`src/rtl/led_blink_pkg.sv`:
```
// Shared types and helpers for the LED blink queue.
// Holds the FSM state encoding and the counter-width helper.
package led_blink_pkg;

    typedef enum logic [1:0] {
        S_IDLE = 2'd0,
        S_ON   = 2'd1,
        S_GAP  = 2'd2
    } blink_state_e;

    // Bits needed to hold 0..n-1, never less than one bit.
    function automatic int cnt_width(input int n);
        if (n > 1) begin
            return $clog2(n);
        end else begin
            return 1;
        end
    endfunction

endpackage

```
`src/rtl/led_blink_queue_if.sv`:
```
// Event-in / LED-out bundle of the blink queue.
// The event source (master) drives the strobes and sees the status.
interface led_blink_queue_if #(
    parameter int PEND_W = 4
);
    logic              i_pulse;
    logic              i_clr;
    logic              o_led;
    logic              o_busy;
    logic [PEND_W-1:0] o_pending;
    logic              o_overflow;

    modport master (
        output i_pulse, i_clr,
        input  o_led, o_busy, o_pending, o_overflow
    );

    modport slave (
        input  i_pulse, i_clr,
        output o_led, o_busy, o_pending, o_overflow
    );
endinterface

```
`src/rtl/tick_gen.sv`:
```
// Free-running prescaler producing a one-cycle tick every TICK_DIV clocks.
// The synchronous clear restarts the count so each phase starts at a tick boundary.
module tick_gen
    import led_blink_pkg::*;
#(
    parameter int TICK_DIV = 100000
) (
    input  logic clk,
    input  logic rst,
    input  logic i_sclr,
    output logic o_tick
);
    localparam int            CW   = cnt_width(TICK_DIV);
    localparam logic [CW-1:0] LAST = CW'(TICK_DIV - 1);

    logic [CW-1:0] cnt_r;

    assign o_tick = (cnt_r == LAST);

    // Prescaler count: compare-and-clear, never wraps.
    always_ff @(posedge clk or posedge rst) begin
        if (rst) begin
            cnt_r <= '0;
        end else if (i_sclr || o_tick) begin
            cnt_r <= '0;
        end else begin
            cnt_r <= cnt_r + CW'(1);
        end
    end
endmodule

```
`src/rtl/led_blink_queue.sv`:
```
// Turns one-clock event pulses into visible ON/OFF LED blinks, queueing
// events that arrive mid-blink in a saturating pending counter.
module led_blink_queue
    import led_blink_pkg::*;
#(
    parameter int TICK_DIV  = 100000,
    parameter int ON_TICKS  = 100,
    parameter int OFF_TICKS = 100,
    parameter int PEND_W    = 4
) (
    input  logic              clk,
    input  logic              rst,
    led_blink_queue_if.slave  bus
);
    localparam int                MAX_TICKS = (ON_TICKS > OFF_TICKS) ? ON_TICKS : OFF_TICKS;
    localparam int                PW        = cnt_width(MAX_TICKS);
    localparam logic [PW-1:0]     ON_LAST   = PW'(ON_TICKS - 1);
    localparam logic [PW-1:0]     OFF_LAST  = PW'(OFF_TICKS - 1);
    localparam logic [PEND_W-1:0] PEND_MAX  = {PEND_W{1'b1}};

    blink_state_e      state_r, state_s;
    logic [PW-1:0]     phase_r, phase_s;
    logic [PEND_W-1:0] pend_r, pend_s;
    logic              ovf_r, ovf_s;
    logic              led_r, busy_r;
    logic              tick_s, sclr_s, pulse_s;

    // Prescaler restarts on every state change and is held clear while idle.
    assign sclr_s = (state_s != state_r) || (state_r == S_IDLE);

    tick_gen #(.TICK_DIV(TICK_DIV)) u_tick_gen (
        .clk    (clk),
        .rst    (rst),
        .i_sclr (sclr_s),
        .o_tick (tick_s)
    );

    // Next state, phase count, queue depth and overflow flag.
    always_comb begin
        state_s = state_r;
        phase_s = phase_r;
        pend_s  = pend_r;
        ovf_s   = ovf_r;
        // A clear while a blink runs swallows any same-cycle event.
        pulse_s = bus.i_pulse && !(bus.i_clr && (state_r != S_IDLE));
        case (state_r)
            S_IDLE: begin
                if (bus.i_pulse) begin
                    state_s = S_ON;
                end else begin
                    state_s = S_IDLE;
                end
            end
            S_ON: begin
                if (tick_s && (phase_r == ON_LAST)) begin
                    state_s = S_GAP;
                    phase_s = '0;
                end else if (tick_s) begin
                    phase_s = phase_r + PW'(1);
                end else begin
                    phase_s = phase_r;
                end
                if (pulse_s && (pend_r == PEND_MAX)) begin
                    ovf_s = 1'b1;
                end else if (pulse_s) begin
                    pend_s = pend_r + PEND_W'(1);
                end else begin
                    pend_s = pend_r;
                end
            end
            S_GAP: begin
                if (tick_s && (phase_r == OFF_LAST)) begin
                    phase_s = '0;
                    if ((pend_r != '0) && !bus.i_clr) begin
                        // A same-cycle event replaces the one taken from the queue.
                        state_s = S_ON;
                        pend_s  = pulse_s ? pend_r : (pend_r - PEND_W'(1));
                    end else if (pulse_s) begin
                        state_s = S_ON;
                    end else begin
                        state_s = S_IDLE;
                    end
                end else begin
                    if (tick_s) begin
                        phase_s = phase_r + PW'(1);
                    end else begin
                        phase_s = phase_r;
                    end
                    if (pulse_s && (pend_r == PEND_MAX)) begin
                        ovf_s = 1'b1;
                    end else if (pulse_s) begin
                        pend_s = pend_r + PEND_W'(1);
                    end else begin
                        pend_s = pend_r;
                    end
                end
            end
            default: begin
                state_s = S_IDLE;
                phase_s = '0;
            end
        endcase
        if (bus.i_clr) begin
            pend_s = '0;
            ovf_s  = 1'b0;
        end else begin
            ovf_s = ovf_s;
        end
    end

    // State, counters and registered output decodes.
    always_ff @(posedge clk or posedge rst) begin
        if (rst) begin
            state_r <= S_IDLE;
            phase_r <= '0;
            pend_r  <= '0;
            ovf_r   <= 1'b0;
            led_r   <= 1'b0;
            busy_r  <= 1'b0;
        end else begin
            state_r <= state_s;
            phase_r <= phase_s;
            pend_r  <= pend_s;
            ovf_r   <= ovf_s;
            led_r   <= (state_s == S_ON);
            busy_r  <= (state_s != S_IDLE);
        end
    end

    assign bus.o_led      = led_r;
    assign bus.o_busy     = busy_r;
    assign bus.o_pending  = pend_r;
    assign bus.o_overflow = ovf_r;
endmodule

```
`src/flat_wrapper.sv`:
```
// flat-port wrapper written by rule: the top's interface ports become plain ports
module led_blink_queue_flat import led_blink_pkg::*;
#(
    parameter int TICK_DIV  = 100000,
    parameter int ON_TICKS  = 100,
    parameter int OFF_TICKS = 100,
    parameter int PEND_W    = 4
)
  (clk, rst, bus_i_pulse, bus_i_clr, bus_o_led, bus_o_busy, bus_o_pending, bus_o_overflow);
  led_blink_queue_if #(.PEND_W(PEND_W)) bus_i ();
  input  logic clk;
  input  logic rst;
  input wire logic [$bits(bus_i.i_pulse)-1:0] bus_i_pulse;
  input wire logic [$bits(bus_i.i_clr)-1:0] bus_i_clr;
  output wire logic [$bits(bus_i.o_led)-1:0] bus_o_led;
  output wire logic [$bits(bus_i.o_busy)-1:0] bus_o_busy;
  output wire logic [$bits(bus_i.o_pending)-1:0] bus_o_pending;
  output wire logic [$bits(bus_i.o_overflow)-1:0] bus_o_overflow;
  assign bus_i.i_pulse = bus_i_pulse;
  assign bus_i.i_clr = bus_i_clr;
  assign bus_o_led = bus_i.o_led;
  assign bus_o_busy = bus_i.o_busy;
  assign bus_o_pending = bus_i.o_pending;
  assign bus_o_overflow = bus_i.o_overflow;
  led_blink_queue #(.TICK_DIV(TICK_DIV), .ON_TICKS(ON_TICKS), .OFF_TICKS(OFF_TICKS), .PEND_W(PEND_W)) u_core (.clk(clk), .rst(rst), .bus(bus_i));
endmodule
```
`config.mk`:
```
export PLATFORM = sky130hd
export DESIGN_NAME = led_blink_queue_flat
export DESIGN_NICKNAME = d
export VERILOG_FILES = /design/src/rtl/led_blink_pkg.sv /design/src/rtl/led_blink_queue_if.sv /design/src/rtl/tick_gen.sv /design/src/rtl/led_blink_queue.sv /design/src/flat_wrapper.sv
export SDC_FILE = /design/constraint.sdc
export NUM_CORES = 1
export LEC_CHECK = 0
export BUFFER_PORTS_ARGS = -buffer_cell sky130_fd_sc_hd__buf_4
export CORE_MARGIN = 4
export CORE_UTILIZATION = 35
export CTS_CLUSTER_DIAMETER = 80
export CTS_CLUSTER_SIZE = 10
export DETAILED_ROUTE_END_ITERATION = 7
export GPL_TIMING_DRIVEN = 0
export PLACE_DENSITY_LB_ADDON = 0.25
export SKIP_LAST_GASP = 1
export SYNTH_ARGS = -nofsm -noshare
export SYNTH_HDL_FRONTEND = slang
export SYNTH_SLANG_ARGS = --single-unit
export TNS_END_PERCENT = 100
```
`constraint.sdc`:
```
create_clock -name clk -period 5.2 [get_ports clk]
set_input_delay 1.56 -clock clk [delete_from_list [all_inputs] [get_ports clk]]
set_output_delay 1.56 -clock clk [all_outputs]
set_load 0.005 [all_outputs]
```
Word level (Yosys, flattened, before mapping). Cells that the tools add are included.

Add/sub/neg operators: 4. Eq/ne operators: 11. Mux-type cells: 21. Bitwise logic cells: 1. Reductions and logical operators: 18.

Operators with widths (number): 4-bit 2-to-1 mux (6); 17-bit by 1-bit adder with 17-bit output (second input constant) (1); 17-bit == test (second input constant) (1); 17-bit 2-to-1 mux (1); 7-bit 2-to-1 mux (2); 7-bit case mux with 2 select lines (1); 4-bit inequality test (second input constant) (2); 4-bit case mux with 2 select lines (1); 7-bit by 1-bit adder with 7-bit output (second input constant) (1); 7-bit == test (second input constant) (1); 2-bit 2-to-1 mux (3); 2-bit case mux with 3 select lines (1); 1-bit logical AND (5); 1-bit 2-to-1 mux (5); 4-bit by 1-bit adder with 4-bit output (second input constant) (1); 2-bit by 1-bit == test with 1-bit output (second input constant) (2); 4-bit == test (second input constant) (1); 2-bit AND reduction (2); 2-bit nonzero test (2); 4-bit nonzero test (1); 4-bit by 1-bit subtractor with 4-bit output (second input constant) (1); 3-bit by 1-bit inequality test with 1-bit output (second input constant) (1); 3-bit inequality test (second input constant) (1); 3-bit AND reduction (1); 9 further kinds (11).

Flip-flop bits (word level): 33. Bits of input ports: 4. Output and inout port bits: 7. Logic and storage cells: 62.

Depth between registers and ports, before layout. Gate-level depths: netlist (run 1).

Word-level depth: 12. Gate-level depth with buffers: 9. Mapped depth without buffers: 8.

By module. A second synthesis (run 1) with hierarchy kept.

Cells, all modules: 212. Area, all modules: 1970.6 um^2.

Modules (own cells, without submodules): led_blink_queue (times used 1, cells an instance 122, area each 1093.5 um^2, seq. area each 400.4 um^2); tick_gen (times used 1, cells an instance 90, area each 877.1 um^2, seq. area each 425.4 um^2).

Worst setup path before layout (run 1). OpenSTA, ideal clock, no wires.

Path type: input port to flip-flop. From: input port bus_i_pulse. To: register u_core.u_tick_gen.cnt_r[0]. Library setup time: 134 ps. Arrival: 2727 ps. Data required time: 5066 ps. Path slack: 2339 ps. Cell stages on the path: 7. Buffers on the path: 2. Path through: clkbuf_1 > o2bb2ai_1 > a41oi_2 > or3_4 > nand4_4 > buf_6 > nor3_1.

Word-level cells in the longest chain between the ends: 9. Elaborated cells between the ends (all ways): 10. Classes of those cells: eq/ne: 1; mux: 6; reduce/logical: 3.

RTL lines: start, declared (RTL line flat_wrapper.sv:13) `input wire logic [$bits(bus_i.i_pulse)-1:0] bus_i_pulse;`; 1-bit logical AND (RTL line led_blink_queue.sv:45) `pulse_s = bus.i_pulse && !(bus.i_clr && (state_r != S_IDLE));`; 1-bit 2-to-1 mux (RTL line led_blink_queue.sv:78) `end else if (pulse_s) begin`; 2-bit 2-to-1 mux (RTL line led_blink_queue.sv:74) `if ((pend_r != '0) && !bus.i_clr) begin`; 2-bit 2-to-1 mux (RTL line led_blink_queue.sv:72) `if (tick_s && (phase_r == OFF_LAST)) begin`; 2-bit case mux with 3 select lines * (RTL line led_blink_queue.sv:46) `case (state_r)`; 2-bit inequality test * (RTL line led_blink_queue.sv:29) `assign sclr_s = (state_s != state_r) || (state_r == S_IDLE);`; 1-bit logical OR * (RTL line led_blink_queue.sv:29); 1-bit logical OR * (RTL line tick_gen.sv:24) `end else if (i_sclr || o_tick) begin`; 17-bit 2-to-1 mux * (RTL line tick_gen.sv:24); end signal, assigned (RTL line tick_gen.sv:27) `cnt_r <= cnt_r + CW'(1);`; end, declared (RTL line tick_gen.sv:16) `logic [CW-1:0] cnt_r;`.

Every way passes the cells marked *; elsewhere a longest branch is shown, timed or not. A chain may end at the register's enable or synchronous reset.

Worst setup path after layout (run 1).
From: input port bus_i_clr. To: register u_core.u_tick_gen.cnt_r[0].

Word-level cells in the longest chain between the ends: 11. Elaborated cells between the ends (all ways): 13. Classes of those cells: eq/ne: 1; mux: 5; reduce/logical: 7.

RTL lines: start, declared (RTL line flat_wrapper.sv:14) `input wire logic [$bits(bus_i.i_clr)-1:0] bus_i_clr;`; 1-bit logical AND (RTL line led_blink_queue.sv:45); 1-bit zero test (RTL line led_blink_queue.sv:45); 1-bit logical AND (RTL line led_blink_queue.sv:45); 1-bit 2-to-1 mux (RTL line led_blink_queue.sv:78); 2-bit 2-to-1 mux * (RTL line led_blink_queue.sv:74); 2-bit 2-to-1 mux * (RTL line led_blink_queue.sv:72); 2-bit case mux with 3 select lines * (RTL line led_blink_queue.sv:46); 2-bit inequality test * (RTL line led_blink_queue.sv:29); 1-bit logical OR * (RTL line led_blink_queue.sv:29); 1-bit logical OR * (RTL line tick_gen.sv:24); 17-bit 2-to-1 mux * (RTL line tick_gen.sv:24).

Marks and branches as above.

==> results of run 1 <==
routing by layer:
layer	part of all wire [%]	vias up	track usage [%]
met3	3.5	9	3.571
met1	51	760	18.01
met5	0	-	0
met4	1.7	0	4.458
met2	44	25	18.66
li1	-	784	-
cell usage in the layout (no fill, tap or decap), types with 3 or more instances in the layout:
cell type  count
nand3_1       12
dfrtp_1       33
nor3_1        11
nor2_1        25
and3_1         9
inv_1          6
xor2_1         9
ha_1           8
nand2_1       14
nor2b_1        3
a21oi_1        6
nand2b_1       3
nand4_1        6
nor3b_1        3
clkbuf_8       5
o31ai_1        3
xnor2_1        7
o21ai_0       11
buf_4          9
clkbuf_1       3
report_power, final:
part	internal [W]	switching (W)	total [W]
sequential	0.000258	0.00000144	0.000259
clock	0.0000880	0.0000887	0.000177
combinational	0.00000680	0.0000134	0.0000202
sequential cells by signal, indices dropped and copies added, names as in the netlist:
name,cells
u_core.u_tick_gen.cnt_r,17
u_core.phase_r,7
u_core.bus.o_led,1
u_core.bus.o_pending,4
u_core.bus.o_overflow,1
u_core.state_r,2
u_core.bus.o_busy,1
logic make-up after synthesis:
family                   count (synthesis)
multiplexers                             2
AND/OR/NAND/NOR                        103
buffers and inverters                   13
AO/OA/AOI/OAI                           35
XOR/XNOR                                16
flip-flops                              33
adder cells (fa/ha/maj)                  8
area by class of cell:
| type | count | area, um^2 |
|---|---|---|
| fillers | 567 | 3299 |
| multi-input cells | 164 | 1092 |
| flip-flops and latches | 33 | 825.8 |
| well taps | 72 | 90.09 |
| clock buffers | 5 | 68.82 |
| repair buffers | 9 | 67.56 |
| plain buffers | 6 | 31.28 |
| inverters | 7 | 26.28 |
| clock inverters | 1 | 5.005 |
synth_stat cells, types with 3 or more instances:
cell	instances
dfrtp_1	33
nor2_1	25
nand2_1	14
nand3_1	12
nor3_1	11
o21ai_0	11
and3_1	9
xor2_1	9
ha_1	8
inv_1	7
xnor2_1	7
a21oi_1	6
nand4_1	6
clkbuf_1	3
nand2b_1	3
nor2b_1	3
nor3b_1	3
o31ai_1	3
how the worst max path moves through the flow:
stage	slack, ns	startpoint	cells past startpoint	to
2_1_floorplan	2.34	bus_i_pulse	7	u_core.u_tick_gen.cnt_r[0]$_DFF_PP0_
3_3_place_gp	1.99	bus_i_clr	8	u_core.u_tick_gen.cnt_r[0]$_DFF_PP0_
3_5_place_dp	2.01	bus_i_clr	8	u_core.u_tick_gen.cnt_r[0]$_DFF_PP0_
4_1_cts	2.31	bus_i_clr	8	u_core.u_tick_gen.cnt_r[0]$_DFF_PP0_
5_1_grt	2.19	bus_i_clr	8	u_core.u_tick_gen.cnt_r[0]$_DFF_PP0_
6_report	2.30	bus_i_clr	8	u_core.u_tick_gen.cnt_r[0]$_DFF_PP0_
metrics by stage:
| step | total power [W] | hold WS [ns] | area, um^2 | util, % |
|---|---|---|---|---|
| after floorplan | 0.0002772 | 0.4391 | 1976 | - |
| after global placement | 0.0002842 | 0.4619 | 2133 | 38.74 |
| after detailed placement | 0.0002847 | 0.4684 | 2133 | 38.74 |
| after CTS | 0.0004650 | 0.4780 | 2207 | 40.08 |
| after global routing | 0.0004793 | 0.5004 | 2207 | 40.08 |
| final | 0.0004560 | 0.4760 | 2207 | 40.08 |
worst register-to-register path: stages, from the launching register on:
cell and delay (ns):
dfrtp_1 0.47, inv_1 0.10, ha_1 0.27, nand2b_1 0.23, o2bb2ai_1 0.16, a41oi_2 0.26, or3_4 0.17, nand4_4 0.18
buf_6 0.21, nor3_1 0.14
==> impl_metrics.tcl, run 1 <==
set metrics [dict create \
    numClockSinks 33 \
    ys_warn_count 0 \
    fp.dieW_um 83.13 \
    routedWlPerCell_um 13.41 \
    routed_via_density 5.313 \
    worstSkewPairLatency_ns 0.28 \
    syn_area_per_cell_um2 9.408 \
    clk_path_buf_depth 2 \
    grt_pass1_wl_um 7410 \
    wl_um 3984 \
    synth_edf_count 0 \
    num-nets-final 238 \
    path_cells "buf_4 -> clkbuf_1 -> o2bb2ai_1 -> a41oi_2 -> or3_4 -> nand4_4 -> buf_6 -> nor3_1" \
    rr_endpoint "u_core.u_tick_gen.cnt_r[0]$_DFF_PP0_" \
    hpwlAfterDp_um 2852 \
    startpoint_type "input port" \
    grt_usage_pct 12.76 \
    postCtsSetupBuffers 0 \
    fmax_mhz 345.3 \
    critPathKind "input port to register" \
    dieHeight_um 83.13 \
    setup_viol 0 \
    synthDistinctLibCells 46 \
    ant_nets 0 \
    synth_top_family_by_area "simple AND/OR/NAND/NOR gates" \
    muxShareOfSynthArea_pct 1.013 \
    min_path_cells 1 \
    rows 27 \
    yosys.area.top_type "dfrtp_1" \
    slew_viol_final 0 \
    htree_levels 2 \
    path_delay_family "simple AND/OR/NAND/NOR gates" \
    ios 11 \
    clk_pin_slew_ns 0.07 \
    grt_remaining_overflow 0 \
    drc 0 \
    max-slew-margin-rel_pct 53.18 \
    synth_area_mm2 0.001976 \
    place_ws_ns 2.008 \
    hold_violations 0 \
    status "finished clean" \
    rsz0062_at_grt "no" \
    cp_slowest_stage_delay_ns 0.36 \
    n_antenna_cell 0 \
    min_period_ns 2.896 \
    cp-end-kind "register" \
    holdBufCountCts 0 \
    portBuffers 9 \
    layout-drive-gt1-share_pct 13.33 \
    synth_compound_gate_area_share_pct 12.67 \
    leakage_nw 0.9572 \
    dr.pass1.iters 4 \
    crit_arrival_ns 3.04 \
    die-area_mm2 0.006911 \
    clock-root-buffer "clkbuf_8" \
    cts_tree "built" \
    antenna_found_initial 0 \
    cts_resized 0 \
    r2r_start "u_core.state_r[0]$_DFF_PP0_" \
    yosys.area.top_type_share_pct 41.80 \
    min_path_type "register to register" \
    finalCritPeriodShare_pct 55.69 \
    cp.required_ns 5.35 \
    synthTopCellsByArea "dfrtp_1 (42%), ha_1 (5.1%), nor2_1 (4.7%), xor2_1 (4.0%), xnor2_1 (3.1%)" \
    yosysSeqAreaShare_pct 41.80 \
    reg2regPathDepth 9 \
    syn_nets 222 \
    place_congestion 0.8356 \
    cts_buffers 5 \
    area_growth_pct 11.72 \
    maxCapViolations 0 \
    dpl.cell_count 291 \
    grt_pass1_vias 1591 \
    tightest_slew_ns 0.7013 \
    synth-simple-area-share_pct 29.45 \
    fin_skew_ns 0.006101 \
    worst_slack_ns 2.304 \
    finalNonFillerCells 297 \
    slowest_stage "or3_4" \
    ir_worst_vdd_mv 0.1143 \
    ys_seq_elements 33 \
    min_from "u_core.u_tick_gen.cnt_r[0]$_DFF_PP0_" \
    min_to "u_core.u_tick_gen.cnt_r[0]$_DFF_PP0_" \
    cp.buffers_inverters 3 \
    grt_max_degree 34 \
    path_max_fanout 10 \
    regToRegSetupSlack_ns 2.93 \
    vias 1578 \
    synthAdderAreaFrac_pct 5.066 \
    synth_ff_type "dfrtp_1" \
    coreArea_mm2 0.005507 \
    drtIter0Drc 55 \
    netlist_instances 210 \
    initial_utilization_pct 35.88 \
    synthXorXnorAreaFrac_pct 7.093 \
    power_density_mw_per_mm2 206.6 \
    fin_setup_tns_ns 0 \
    async_reset_ff_share_pct 100.0 \
]
Power figures use the tool's default switching activity.
==> run 2, diff against run 1 <==
--- a/config.mk
+++ b/config.mk
@@ -5,6 +5,7 @@
 export SDC_FILE = /design/constraint.sdc
 export NUM_CORES = 1
 export LEC_CHECK = 0
+export ABC_AREA = 1
 export BUFFER_PORTS_ARGS = -buffer_cell sky130_fd_sc_hd__buf_4
 export CORE_MARGIN = 4
 export CORE_UTILIZATION = 35
==> constraint.sdc (replaced) <==
create_clock -name clk -period 2.9 [get_ports clk]
set_input_delay 0.87 -clock clk [delete_from_list [all_inputs] [get_ports clk]]
set_output_delay 0.87 -clock clk [all_outputs]
set_load 0.005 [all_outputs]
==> run 2 against run 1 <==
- synthesized cell count increased by 31%
- non-clock buffer count down 4
- final area grew 13%
- critical endpoint is now u_core.u_tick_gen.cnt_r[11]$_DFF_PP0_
- routed wire length grew 5.8%
- die area is 9.2% higher
- register-to-register slack got worse by 2.1 ns
- global-route usage increased by 0.19 points
- first-iteration DRC count increased by 62%
- largest power group unchanged
- via count grew 12%
- worst hold slack got worse by 0.012 ns
- critical path depth rose by 5
==> impl_metrics.tcl, run 2 <==
set metrics [dict create \
    status "finished clean" \
    synth_area_mm2 0.002177 \
    rows 28 \
    whs_ns 0.4638 \
    setup_viol 0 \
    cp.required_ns 3.07 \
    ys_warn_count 0 \
    synth.most_common_cell "nand2_1" \
    drtIter0Drc 89 \
    maxCapViolations 0 \
    place_ws_ns 0.5504 \
    grt_busiest_layer "met2" \
    layout-drive-gt1-share_pct 17.41 \
    drc 0 \
    swShare_pct 36.45 \
    portBuffers 10 \
    p_int_w 0.001089 \
    r2r_start "u_core.state_r[1]$_DFF_PP0_" \
    p_clk_share_pct 31.0 \
    min_to "u_core.u_tick_gen.cnt_r[0]$_DFF_PP0_" \
    leakage_nw 1.090 \
    largest_reg_flops 17 \
    cp-end-kind "register" \
    design_area_mm2 0.002484 \
    worstSkewPairLatency_ns 0.29 \
    worst_slack_ns 0.8065 \
    fin_skew_ns 0.01163 \
    ant_nets 0 \
    netlist_instances 275 \
    routed_via_density 4.791 \
    clock-root-buffer "clkbuf_8" \
    yosys.area.top_type_share_pct 37.93 \
    antenna_found_initial 0 \
    numClockSinks 33 \
    num-nets-final 304 \
    cts_buffers 5 \
    dr.pass1.iters 6 \
    async_reset_ff_share_pct 100.0 \
    reg2regPathDepth 13 \
    n_antenna_cell 0 \
    fp.dieW_um 86.87 \
    largest-register "u_core.u_tick_gen.cnt_r" \
    tightest_slew_ns 0.7126 \
    clk_path_buf_depth 2 \
    coreArea_mm2 0.005991 \
    use_met3_pct 3.122 \
    holdBufCountCts 0 \
    area_growth_pct 14.08 \
    max-slew-margin-rel_pct 52.42 \
    hpwlAfterDp_um 3226 \
    min_path_cells 1 \
    synthTopCellsByCount "nand2_1 (56), dfrtp_1 (33), nor2_1 (33), inv_1 (31), nand3_1 (21)" \
    syn_area_per_cell_um2 7.917 \
    power_density_mw_per_mm2 689.8 \
    ir_worst_vdd_mv 0.3869 \
    syn_nets 287 \
    pwr-share-comb_pct 34.2 \
    hold_violations 0 \
    seqPwrFrac_pct 34.9 \
    place_congestion 0.8369 \
    synthTopCellsByArea "dfrtp_1 (38%), nand2_1 (9.7%), nor2_4 (6.2%), nor2_1 (5.7%), xor2_1 (5.6%)" \
    clk_pin_slew_ns 0.08 \
    grt_usage_pct 12.95 \
    use_met1_pct 17.28 \
    crit_arrival_ns 2.26 \
    fmax_mhz 477.7 \
    slew_viol_final 0 \
    vias 1763 \
    ios 11 \
    path_max_fanout 10 \
    initial_utilization_pct 36.34 \
    dieHeight_um 86.87 \
    yosysSeqAreaShare_pct 37.93 \
    synthDistinctLibCells 33 \
    grt_pass1_vias 1761 \
    routedWlPerCell_um 11.46 \
    synth_edf_count 0 \
    regToRegSetupSlack_ns 0.81 \
    synth_ff_type "dfrtp_1" \
    grt_pass1_wl_um 7866 \
    final_cell_mix "nand2_1 (56), nor2_1 (33), dfrtp_1 (33)" \
    min_from "u_core.u_tick_gen.cnt_r[0]$_DFF_PP0_" \
    fin_setup_tns_ns 0 \
    ys_seq_elements 33 \
    placed_cell_area_mm2 0.002346 \
    switchingPower_w 0.0006245 \
    rr_endpoint "u_core.u_tick_gen.cnt_r[11]$_DFF_PP0_" \
    min_period_ns 2.094 \
    grt_max_degree 34 \
    cts_tree "built" \
    met2_usage_pct 21.39 \
    die-area_mm2 0.007546 \
    startpoint_type "register" \
    grt_remaining_overflow 0 \
    min_path_type "register to register" \
    wl_um 4217 \
    layout_commonest_cell "nand2_1" \
    cts_resized 0 \
    rsz0062_at_grt "no" \
    postCtsSetupBuffers 0 \
    yosys.area.top_type "dfrtp_1" \
    htree_levels 2 \
    critPathKind "register to register" \
    finalCritPeriodShare_pct 72.19 \
]
-- run 2: final cells by class --
cell class	instances	area, um^2
Clock buffer	5	68.82
Buffer	1	15.01
Inverter	37	138.9
Multi-Input combinational cell	204	1197
Fill cell	621	3507
Sequential cell	33	825.8
Timing Repair Buffer	10	75.07
Tap cell	75	93.84
Clock inverter	3	68.82
-- run 2: cell families (layout without fill, tap and decap cells) --
family | after synthesis | after routing | synth area share (%)
fa+ha+maj | 8 | 8 | 4.598
buf+inv | 38 | 56 | 7.069
simple gates | 151 | 151 | 35.63
xor+xnor | 16 | 16 | 6.437
flops | 33 | 33 | 37.93
compound gates | 29 | 29 | 8.335
-- run 2: metal layers --
layer / up-vias / routed length (um)
met4: 0 / 8
met2: 12 / 1927
met3: 2 / 115
li1: 915 / -
met5: - / 0
met1: 834 / 2166
-- run 2: worst max-delay path: stages, from the launching register on --
cell and delay [ns]:
dfrtp_1 0.45, inv_1 0.12, ha_1 0.23, nand2_1 0.08, nand2_1 0.15, inv_1 0.20, nand2_1 0.08, nand2_1 0.06
nand2_1 0.06, nand2_2 0.10, nand2_2 0.07, nand2_4 0.12, buf_8 0.21, nor2_4 0.04
-- run 2: worst max path at each step --
stage,start,to
global placement,bus_i_clr,u_core.u_tick_gen.cnt_r[11]$_DFF_PP0_
global route,u_core.state_r[1]$_DFF_PP0_,u_core.u_tick_gen.cnt_r[11]$_DFF_PP0_
floorplan,bus_i_clr,u_core.u_tick_gen.cnt_r[11]$_DFF_PP0_
finish,u_core.state_r[1]$_DFF_PP0_,u_core.u_tick_gen.cnt_r[11]$_DFF_PP0_
CTS,u_core.state_r[1]$_DFF_PP0_,u_core.u_tick_gen.cnt_r[11]$_DFF_PP0_
detailed placement,bus_i_clr,u_core.u_tick_gen.cnt_r[11]$_DFF_PP0_
-- run 2: stage by stage --
stage          instances  total power (W)  util (%)
3_5_place_dp         360         0.001200     39.16
4_1_cts              368         0.001743     41.46
6_report             368         0.001713     41.46
2_1_floorplan        275         0.001040         -
3_3_place_gp         360         0.001191     39.16
5_1_grt              368         0.001855     41.46
-- run 2: power groups by stage --
stage | sequential [W] | clock, W | combinational, W
floorplan | 0.000593 | 0 | 0.000447
global placement | 0.000604 | 0 | 0.000587
detailed placement | 0.000607 | 0 | 0.000593
CTS | 0.000598 | 0.000548 | 0.000597
global route | 0.000611 | 0.000567 | 0.000677
finish | 0.000597 | 0.000531 | 0.000586
